===== src/rtl/dac_stream_pkg.sv =====
// Shared constants and types for the delta-sigma DAC transmit path.
// Dither LFSR constants are used only when DAC_STREAM_TX_DITHER_EN is defined.
package dac_stream_pkg;

    localparam int DW_DEF         = 4;
    localparam int OSR_DEF        = 16;
    localparam int FIFO_DEPTH_DEF = 4;

    typedef logic [DW_DEF-1:0] sample_t;

    localparam logic [15:0] LFSR_SEED = 16'hACE1;
    // Taps 16,14,13,11 counted from 1 at the LSB
    localparam logic [15:0] LFSR_TAPS = 16'hB400;

    function automatic logic [15:0] lfsr_next(input logic [15:0] s);
        return {s[14:0], ^(s & LFSR_TAPS)};
    endfunction

endpackage


===== src/rtl/dac_stream_fifo.sv =====
// Small synchronous sample FIFO with registered level and flags.
// rdata shows the head entry combinationally from registered state.
module dac_stream_fifo #(
    parameter int DW    = 4,
    parameter int DEPTH = 4,
    localparam int AW   = $clog2(DEPTH)
) (
    input  logic          clk,
    input  logic          rst_n,
    input  logic          push,
    input  logic          pop,
    input  logic [DW-1:0] wdata,
    output logic [DW-1:0] rdata,
    output logic [AW:0]   level,
    output logic          full,
    output logic          empty
);

    logic [DW-1:0] r_mem [DEPTH];
    logic [AW-1:0] r_wr_ptr;
    logic [AW-1:0] r_rd_ptr;
    logic [AW:0]   r_level;
    logic          w_push;
    logic          w_pop;

    assign full   = (r_level == (AW+1)'(DEPTH));
    assign empty  = (r_level == '0);
    assign w_push = push && !full;
    assign w_pop  = pop && !empty;
    assign rdata  = r_mem[r_rd_ptr];
    assign level  = r_level;

    always_ff @(posedge clk or negedge rst_n) begin
        if (!rst_n) begin
            for (int i = 0; i < DEPTH; i++) begin
                r_mem[i] <= '0;
            end
        end else if (w_push) begin
            r_mem[r_wr_ptr] <= wdata;
        end
    end

    always_ff @(posedge clk or negedge rst_n) begin
        if (!rst_n) begin
            r_wr_ptr <= '0;
            r_rd_ptr <= '0;
            r_level  <= '0;
        end else begin
            if (w_push) begin
                r_wr_ptr <= r_wr_ptr + 1'b1;
            end
            if (w_pop) begin
                r_rd_ptr <= r_rd_ptr + 1'b1;
            end
            unique case ({w_push, w_pop})
                2'b10:   r_level <= r_level + 1'b1;
                2'b01:   r_level <= r_level - 1'b1;
                default: r_level <= r_level;
            endcase
        end
    end

endmodule


===== src/rtl/dac_stream_tx.sv =====
// FIFO-fed first-order delta-sigma 1-bit DAC stream; underrun is registered.
// Define DAC_STREAM_TX_DITHER_EN to add LFSR carry-in dither.
module dac_stream_tx
    import dac_stream_pkg::*;
#(
    parameter int DW         = DW_DEF,
    parameter int OSR        = OSR_DEF,
    parameter int FIFO_DEPTH = FIFO_DEPTH_DEF,
    localparam int PW        = $clog2(OSR),
    localparam int LW        = $clog2(FIFO_DEPTH) + 1
) (
    input  logic          clk,
    input  logic          rst_n,
    input  logic          en,
    input  logic [DW-1:0] in_data,
    input  logic          in_valid,
    output logic          in_ready,
    output logic          dac_out,
    output logic          underrun,
    output logic [LW-1:0] fifo_level
);

    logic [PW-1:0] r_phase;
    logic [DW-1:0] r_acc;
    logic [DW-1:0] r_cur;
    logic          r_dac;
    logic          r_underrun;

    logic [DW-1:0] w_rdata;
    logic [LW-1:0] w_level;
    logic          w_full;
    logic          w_empty;
    logic          w_push;
    logic          w_boundary;
    logic          w_pop;
    logic [DW-1:0] w_mod_in;
    logic          w_cin;
    logic [DW:0]   w_sum;

    assign w_push     = in_valid && !w_full;
    assign w_boundary = en && (r_phase == '0);
    assign w_pop      = w_boundary && !w_empty;
    assign w_mod_in   = w_pop ? w_rdata : r_cur;
    assign w_sum      = {1'b0, r_acc} + {1'b0, w_mod_in} + (DW+1)'(w_cin);

    assign in_ready   = !w_full;
    assign dac_out    = r_dac;
    assign underrun   = r_underrun;
    assign fifo_level = w_level;

    dac_stream_fifo #(
        .DW    (DW),
        .DEPTH (FIFO_DEPTH)
    ) u_fifo (
        .clk   (clk),
        .rst_n (rst_n),
        .push  (w_push),
        .pop   (w_pop),
        .wdata (in_data),
        .rdata (w_rdata),
        .level (w_level),
        .full  (w_full),
        .empty (w_empty)
    );

`ifdef DAC_STREAM_TX_DITHER_EN
    logic [15:0] r_lfsr;

    assign w_cin = r_lfsr[0];

    always_ff @(posedge clk or negedge rst_n) begin
        if (!rst_n) begin
            r_lfsr <= LFSR_SEED;
        end else if (en) begin
            r_lfsr <= lfsr_next(r_lfsr);
        end else begin
            r_lfsr <= LFSR_SEED;
        end
    end
`else
    assign w_cin = 1'b0;
`endif

    always_ff @(posedge clk or negedge rst_n) begin
        if (!rst_n) begin
            r_phase    <= '0;
            r_acc      <= '0;
            r_cur      <= '0;
            r_dac      <= 1'b0;
            r_underrun <= 1'b0;
        end else begin
            r_underrun <= w_boundary && w_empty;
            if (w_pop) begin
                r_cur <= w_rdata;
            end
            // Phase wraps naturally since OSR is a power of two
            if (en) begin
                r_phase <= r_phase + 1'b1;
                r_acc   <= w_sum[DW-1:0];
                r_dac   <= w_sum[DW];
            end else begin
                r_phase <= '0;
                r_acc   <= '0;
                r_dac   <= 1'b0;
            end
        end
    end

endmodule


===== config.mk =====
export PLATFORM = sky130hd
export DESIGN_NAME = dac_stream_tx
export DESIGN_NICKNAME = d
export VERILOG_FILES = /design/src/rtl/dac_stream_pkg.sv /design/src/rtl/dac_stream_fifo.sv /design/src/rtl/dac_stream_tx.sv
export SDC_FILE = /design/constraint.sdc
export NUM_CORES = 1
export LEC_CHECK = 0
export BUFFER_PORTS_ARGS = -buffer_cell sky130_fd_sc_hd__buf_2
export CAP_MARGIN = 25
export CORE_UTILIZATION = 45
export DETAILED_ROUTE_END_ITERATION = 6
export GPL_ROUTABILITY_DRIVEN = 0
export SKIP_LAST_GASP = 1
export SYNTH_ARGS = -nofsm -noshare
export SYNTH_HDL_FRONTEND = slang
export SYNTH_SLANG_ARGS = --single-unit
export TNS_END_PERCENT = 10

===== constraint.sdc =====
create_clock -name clk -period 2.8 [get_ports clk]
set_input_delay 0.56 -clock clk [delete_from_list [all_inputs] [get_ports clk]]
set_output_delay 0.56 -clock clk [all_outputs]
set_load 0.01 [all_outputs]

==> results of run 1 <==
[power by group]
group,switching [mW],internal [mW]
clock network,0.181,0.222
registers,0.160,0.772
logic,0.344,0.486
total,0.685,1.48
[stage by stage]
stage / hold WS [ns] / utilization (%) / power, mW / std cells
floorplan: 0.264 / - / 1.59 / 125
detailed placement: 0.487 / 50.3 / 1.79 / 183
CTS: 0.389 / 53.0 / 2.20 / 191
finish: 0.365 / 53.0 / 2.17 / 191
global route: 0.425 / 53.0 / 2.33 / 191
global placement: 0.478 / 50.3 / 1.76 / 183
[worst max-delay path, cell delays in order (launching register included)]
cell                        delay (ns)
sky130_fd_sc_hd__dfrtp_1          0.42
sky130_fd_sc_hd__inv_1            0.07
sky130_fd_sc_hd__ha_1             0.14
sky130_fd_sc_hd__nand4bb_1        0.17
sky130_fd_sc_hd__nor2_1           0.22
sky130_fd_sc_hd__buf_4            0.19
sky130_fd_sc_hd__mux2_2           0.37
sky130_fd_sc_hd__fa_1             0.43
sky130_fd_sc_hd__a21o_1           0.19
sky130_fd_sc_hd__a21oi_1          0.14
sky130_fd_sc_hd__nor2b_1          0.06
[metal layers]
layer | GRT usage [%] | vias to the layer above | routed length (um)
li1 | - | 458 | -
met1 | 20.6 | 489 | 1300
met2 | 24.3 | 18 | 1340
met3 | 5.81 | 2 | 94
met4 | 8.33 | 0 | 35
met5 | 0 | - | 0
[flip-flops by register name, summed over array words and instances, names as in the netlist]
name / count
u_fifo.r_mem: 16
r_acc: 4
r_cur: 4
r_phase: 4
u_fifo.level: 3
u_fifo.r_rd_ptr: 2
u_fifo.r_wr_ptr: 2
dac_out: 1
underrun: 1
[path summary, 6_finish.rpt]
path / slack (ns) / to / cells past startpoint / startpoint
max in group asynchronous: 1.92 / u_fifo.r_mem[15] / 1 / rst_n
hold reg to reg: 0.50 / r_phase[0] / 1 / r_phase[0]
setup / recovery: 0.30 / dac_out / 10 / r_phase[0]
setup reg to reg: 0.30 / dac_out / 10 / r_phase[0]
hold / removal: 0.36 / u_fifo.r_mem[12] / 1 / rst_n
min in group clk: 0.50 / r_phase[0] / 1 / r_phase[0]
[layout by cell type (no fill, tap or decap), drive strengths merged]
| master | netlist | final |
|---|---|---|
| nor3 | 1 | 1 |
| clkbuf | 2 | 7 |
| and2 | 6 | 6 |
| mux2 | 21 | 21 |
| nand3 | 4 | 4 |
| xor2 | 6 | 6 |
| a21o | 2 | 2 |
| xnor2 | 3 | 3 |
| fa | 2 | 2 |
| clkinv | 0 | 1 |
| inv | 7 | 7 |
| nor3b | 1 | 1 |
| dfrtp | 37 | 37 |
| nand2b | 1 | 1 |
| buf | 2 | 14 |
| ha | 11 | 11 |
| nand2 | 3 | 3 |
| nor2 | 2 | 2 |
| mux2i | 1 | 1 |
| nor2b | 3 | 3 |
| a21oi | 2 | 2 |
| mux4 | 4 | 4 |
| nand4bb | 1 | 1 |
| and3 | 1 | 1 |
| or3b | 1 | 1 |
| o21ai | 1 | 1 |
[logic make-up (layout without fill, tap and decap cells)]
| family | count (synthesis) | after routing |
|---|---|---|
| simple gates | 24 | 24 |
| mux | 26 | 26 |
| xor+xnor | 9 | 9 |
| compound gates | 5 | 5 |
| fa+ha+maj | 13 | 13 |
| buf+inv | 11 | 29 |
| flops | 37 | 37 |
[cell type report]
class / instances / area (sq um) / share of cell area, %
clock buffer: 7 / 96.3 / 4.89
timing repair buffer: 14 / 72.6 / 3.68
sequential: 37 / 926 / 47.0
multi-input combinational: 77 / 783 / 39.8
inverter: 7 / 26.3 / 1.33
tap: 48 / 60.1 / 3.05
clock inverter: 1 / 5.00 / 0.254
==> qor.csv, run 1 <==
metric,value,unit
outcome,completed,
worst_hold_path_type,in2async,
post_cts_resized,0,
syn-num-nets,146,
die_x,64.6,um
top_cell_type_s_share_of_synthesized_area,52.4,%
final_antenna_net_count,0,
synth_commonest_cells,"sky130_fd_sc_hd__dfrtp_1, sky130_fd_sc_hd__mux2_2, sky130_fd_sc_hd__ha_1, sky130_fd_sc_hd__inv_1",
cts.sinks,37,
global_route_wire_length_before_repair,4820,um
dr.pass1.iters,4,
synth_top_family_by_area,multiplexers,
maxClockFrequency,400,MHz
place_ws,0.175,ns
die_h,64.6,um
worst_max_slew_pin_slew,0.809,ns
via_count,967,
area_delta_synth_final,11.6,%
first_global_vias,1014,
cellPowerDensity,1100,nW/um^2
avgViaCountPerCell,5.06,
grt.overflow.total,0,
synth_area_in_compound_gates,1.70,%
synthesis.instances,125,
critical_path.startpoint_type,register,
synthesis.area_per_instance,14.1,sq um
yosys.area.top_type,sky130_fd_sc_hd__dfrtp_1,
maxCapViolCount,0,
slew_headroom,46.0,%
critPathArrivalTime,2.67,ns
cts_hold_repair.buffers,0,
tritoncts.num_buffers,5,
finalSetupTns,0,ns
detailed_place_hpwl,2030,um
grt_setup_unrepaired,no,
finalCritPeriodShare,89.3,%
initial_core_util,47.5,%
portion_of_netlist_area_occupied_by_mux_cells,19.9,%
yosys.area_share.simple,8.22,%
die_outline_area,4180,sq um
ir_worst_vdd,0.000539,V
site_row_count,22,
synth_top_cells_by_area,"sky130_fd_sc_hd__dfrtp_1, sky130_fd_sc_hd__mux2_2, sky130_fd_sc_hd__ha_1, sky130_fd_sc_hd__mux4_2, sky130_fd_sc_hd__mux2_4",
synth_enable_flop_cells,0,
yosys.area_share.adder,10.1,%
synth_async_sr_flop_share,100,%
synth-xor-area-share,4.46,%
cts-root-to-sink-buffers,2,
cts_clk_pin_slew_worst_paths,0.07,ns
critical_path_required,2.97,ns
wire_per_inst,14.5,um
antennaDiodeCount,0,
drc,0,
post_synth_instance_area,1770,sq um
most_instantiated_library_cell_after_synthesis,sky130_fd_sc_hd__dfrtp_1,
synth.lib_cells_used.distinct,26,
setup_violations,0,
synth-warning-count,0,
fin_worst_skew,0.00473,ns
finalHoldViolCount,0,
timing.final.ws_setup,0.300,ns
criticalPathCategory,reg2reg,
antenna_found_initial,0,
path_max_fanout,5,
iteration_0_drc_count_of_the_detailed_router,32,
groute.usage.overall,16.2,%
clk-insertion-delay-late,0.28,ns
n_fill_cell,326,
drt-total-wl,2780,um
slew_violations,0,
postPlaceCellArea,1870,sq um
cp-end-kind,register,
timing.final.crit_period,2.50,ns
nets,163,
fraction_of_layout_cells_with_a_size_suffix_above_1,33.6,%
clock_tree_from_tritoncts,built,
p_leak,0.949,nW
maximum_number_of_pins_on_one_net_before_global_route_repair,38,
design.portCount,14,
synth.yosys.seq_area_share,52.4,%
count_of_buffers_inserted_at_the_top_level_ports,13,
post_cts.repair.setup_buffers,0,
postSynth.topFlopCell,sky130_fd_sc_hd__dfrtp_1,
finalInstanceArea,1970,sq um
h-tree-depth,2,
ys_seq_elements,37,
clock-root-buffer,sky130_fd_sc_hd__clkbuf_8,
fp.coreArea,3720,sq um
Note: power is estimated with default switching activity, not from simulation.
==> run 2: changes to the inputs <==
CORE_ASPECT_RATIO = 0.9   (was unset)
CORE_MARGIN = 3   (was unset)
==> run 2 against run 1 <==
Sequential power about the same; count of clock-buffer cells in the layout unchanged; via count rose by 0.10%; critical endpoint unchanged; largest cell class unchanged; largest power group unchanged; highest routed layer unchanged.
==> qor.csv, run 2 (synthesis gave the netlist of run 1 again) <==
metric,value,unit,change
die_h,65.4,um,+1.2%
post-place-cells,180,,-1.6%
cts_hold_repair.buffers,0,,unchanged
setup_violations,0,,unchanged
critPathArrivalTime,2.66,ns,about the same
maximum_number_of_pins_on_one_net_before_global_route_repair,38,,unchanged
finalHoldViolCount,0,,unchanged
post_cts_resized,0,,unchanged
critical_path.startpoint_type,register,,
fraction_of_layout_cells_with_a_size_suffix_above_1,32.9,%,-0.70 points
dr.pass1.iters,4,,unchanged
maxCapViolCount,0,,unchanged
initial_core_util,49.3,%,+1.8 points
area_delta_synth_final,10.8,%,
cts.sinks,37,,unchanged
fin_worst_skew,0.00323,ns,-0.00150 ns
grt_setup_unrepaired,no,,
cts-root-to-sink-buffers,2,,unchanged
clock_tree_from_tritoncts,built,,
registers.top_by_ff_count,u_fifo.r_mem,,
mostFrequentLayoutCells,"sky130_fd_sc_hd__dfrtp_1, sky130_fd_sc_hd__mux2_2, sky130_fd_sc_hd__buf_2, sky130_fd_sc_hd__ha_1, sky130_fd_sc_hd__inv_1",,
fin_hold_ws,0.356,ns,-0.00849 ns
detailed_place_hpwl,2110,um,+3.8%
cellPowerDensity,1100,nW/um^2,about the same
finalNonFillerCells,187,,-2.1%
drt-total-wl,2870,um,+3.4%
tritoncts.num_buffers,5,,unchanged
iteration_0_drc_count_of_the_detailed_router,55,,+72%
worst_hold_path_type,in2async,,
global_route_wire_length_before_repair,5120,um,+6.3%
antenna_found_initial,0,,unchanged
postPlaceCellArea,1870,sq um,+0.13%
die_x,72.0,um,+11%
p_leak,0.943,nW,-0.54%
outcome,completed,,
site_row_count,20,,-9.1%
antennaDiodeCount,0,,unchanged
nets,164,,+0.61%
timing.final.crit_period,2.49,ns,-0.0103 ns
clock-root-buffer,sky130_fd_sc_hd__clkbuf_8,,
finalCritPeriodShare,88.9,%,-0.37 points
design.portCount,14,,unchanged
most_common_cell_after_layout_fill_and_taps_aside,sky130_fd_sc_hd__dfrtp_1,,
finalInstanceArea,1960,sq um,-0.64%
fp.coreArea,3580,sq um,-3.7%
finalSetupTns,0,ns,unchanged
final_antenna_net_count,0,,unchanged
cts_clk_pin_slew_worst_paths,0.07,ns,about the same
slew_violations,0,,unchanged
wire_per_inst,15.4,um,+5.6%
slew_headroom,47.0,%,+0.92 points
count_of_buffers_inserted_at_the_top_level_ports,13,,unchanged
path_max_fanout,4,,-1
ir_worst_vdd,0.000524,V,-2.8%
clk-insertion-delay-late,0.28,ns,about the same
first_global_vias,1079,,+6.4%
cp-end-kind,register,,
maxClockFrequency,402,MHz,+0.42%
h-tree-depth,2,,unchanged
post-layout-total-power,2.15,mW,-0.61%
drc,0,,unchanged
grt.overflow.total,0,,unchanged
groute.usage.overall,14.7,%,-1.6 points
post_cts.repair.setup_buffers,0,,unchanged
via_count,968,,+0.10%
criticalPathCategory,reg2reg,,
largest_register_ffs,16,,unchanged
worst_max_slew_pin_slew,0.796,ns,-0.0138 ns
avgViaCountPerCell,5.18,,+2.2%
die_outline_area,4710,sq um,+13%
critical_path_required,2.97,ns,about the same
==> run 2: cell type report <==
cell class / count / area [sq um]
Clock buffer: 7 / 86.3
Fill cell: 309 / 1620
Inverter: 7 / 26.3
Multi-Input combinational cell: 77 / 783
Sequential cell: 37 / 926
Tap cell: 44 / 55.1
Timing Repair Buffer: 15 / 80.1
==> run 2: layer usage <==
metal	share of wire [%]	vias to the layer above	global-route usage, %
met1	45	483	18.7
met4	1.7	0	8.22
met5	0	-	0
met3	4.7	6	4.13
met2	48	21	22.5
li1	-	458	-
==> run 2: per-stage QoR <==
step	util, %	setup WS, ns
after floorplan	-	0.300
after global placement	52.3	0.210
after detailed placement	52.3	0.129
after CTS	54.7	0.282
after global routing	54.7	0.106
final	54.7	0.310
==> run 2: path summary, 6_finish.rpt <==
check,from,endpoint,slack (ns),depth (start not counted)
worst max register to register,r_phase[0],dac_out,0.31,10
worst min-delay path,rst_n,u_fifo.level[0],0.36,1
min in group clk,r_phase[0],r_phase[0],0.49,1
worst min register to register,r_phase[0],r_phase[0],0.49,1
max in group asynchronous,rst_n,u_fifo.r_mem[11],1.94,1
worst max-delay path,r_phase[0],dac_out,0.31,10
==> run 2: power by group <==
part / switching, mW / internal (mW) / total, mW / leakage [nW]
registers: 0.159 / 0.773 / 0.931 / 0.453
clock network: 0.174 / 0.195 / 0.369 / 0.0443
logic: 0.356 / 0.496 / 0.852 / 0.446
==> run 2: worst max-delay path, cell delays in order (launching register included) <==
cell and delay (ns):
sky130_fd_sc_hd__dfrtp_1 0.41, sky130_fd_sc_hd__inv_1 0.07, sky130_fd_sc_hd__ha_1 0.14, sky130_fd_sc_hd__nand4bb_1 0.15
sky130_fd_sc_hd__nor2_1 0.23, sky130_fd_sc_hd__mux2_2 0.38, sky130_fd_sc_hd__ha_1 0.21, sky130_fd_sc_hd__fa_1 0.40
sky130_fd_sc_hd__a21o_1 0.19, sky130_fd_sc_hd__a21oi_1 0.14, sky130_fd_sc_hd__nor2b_1 0.06
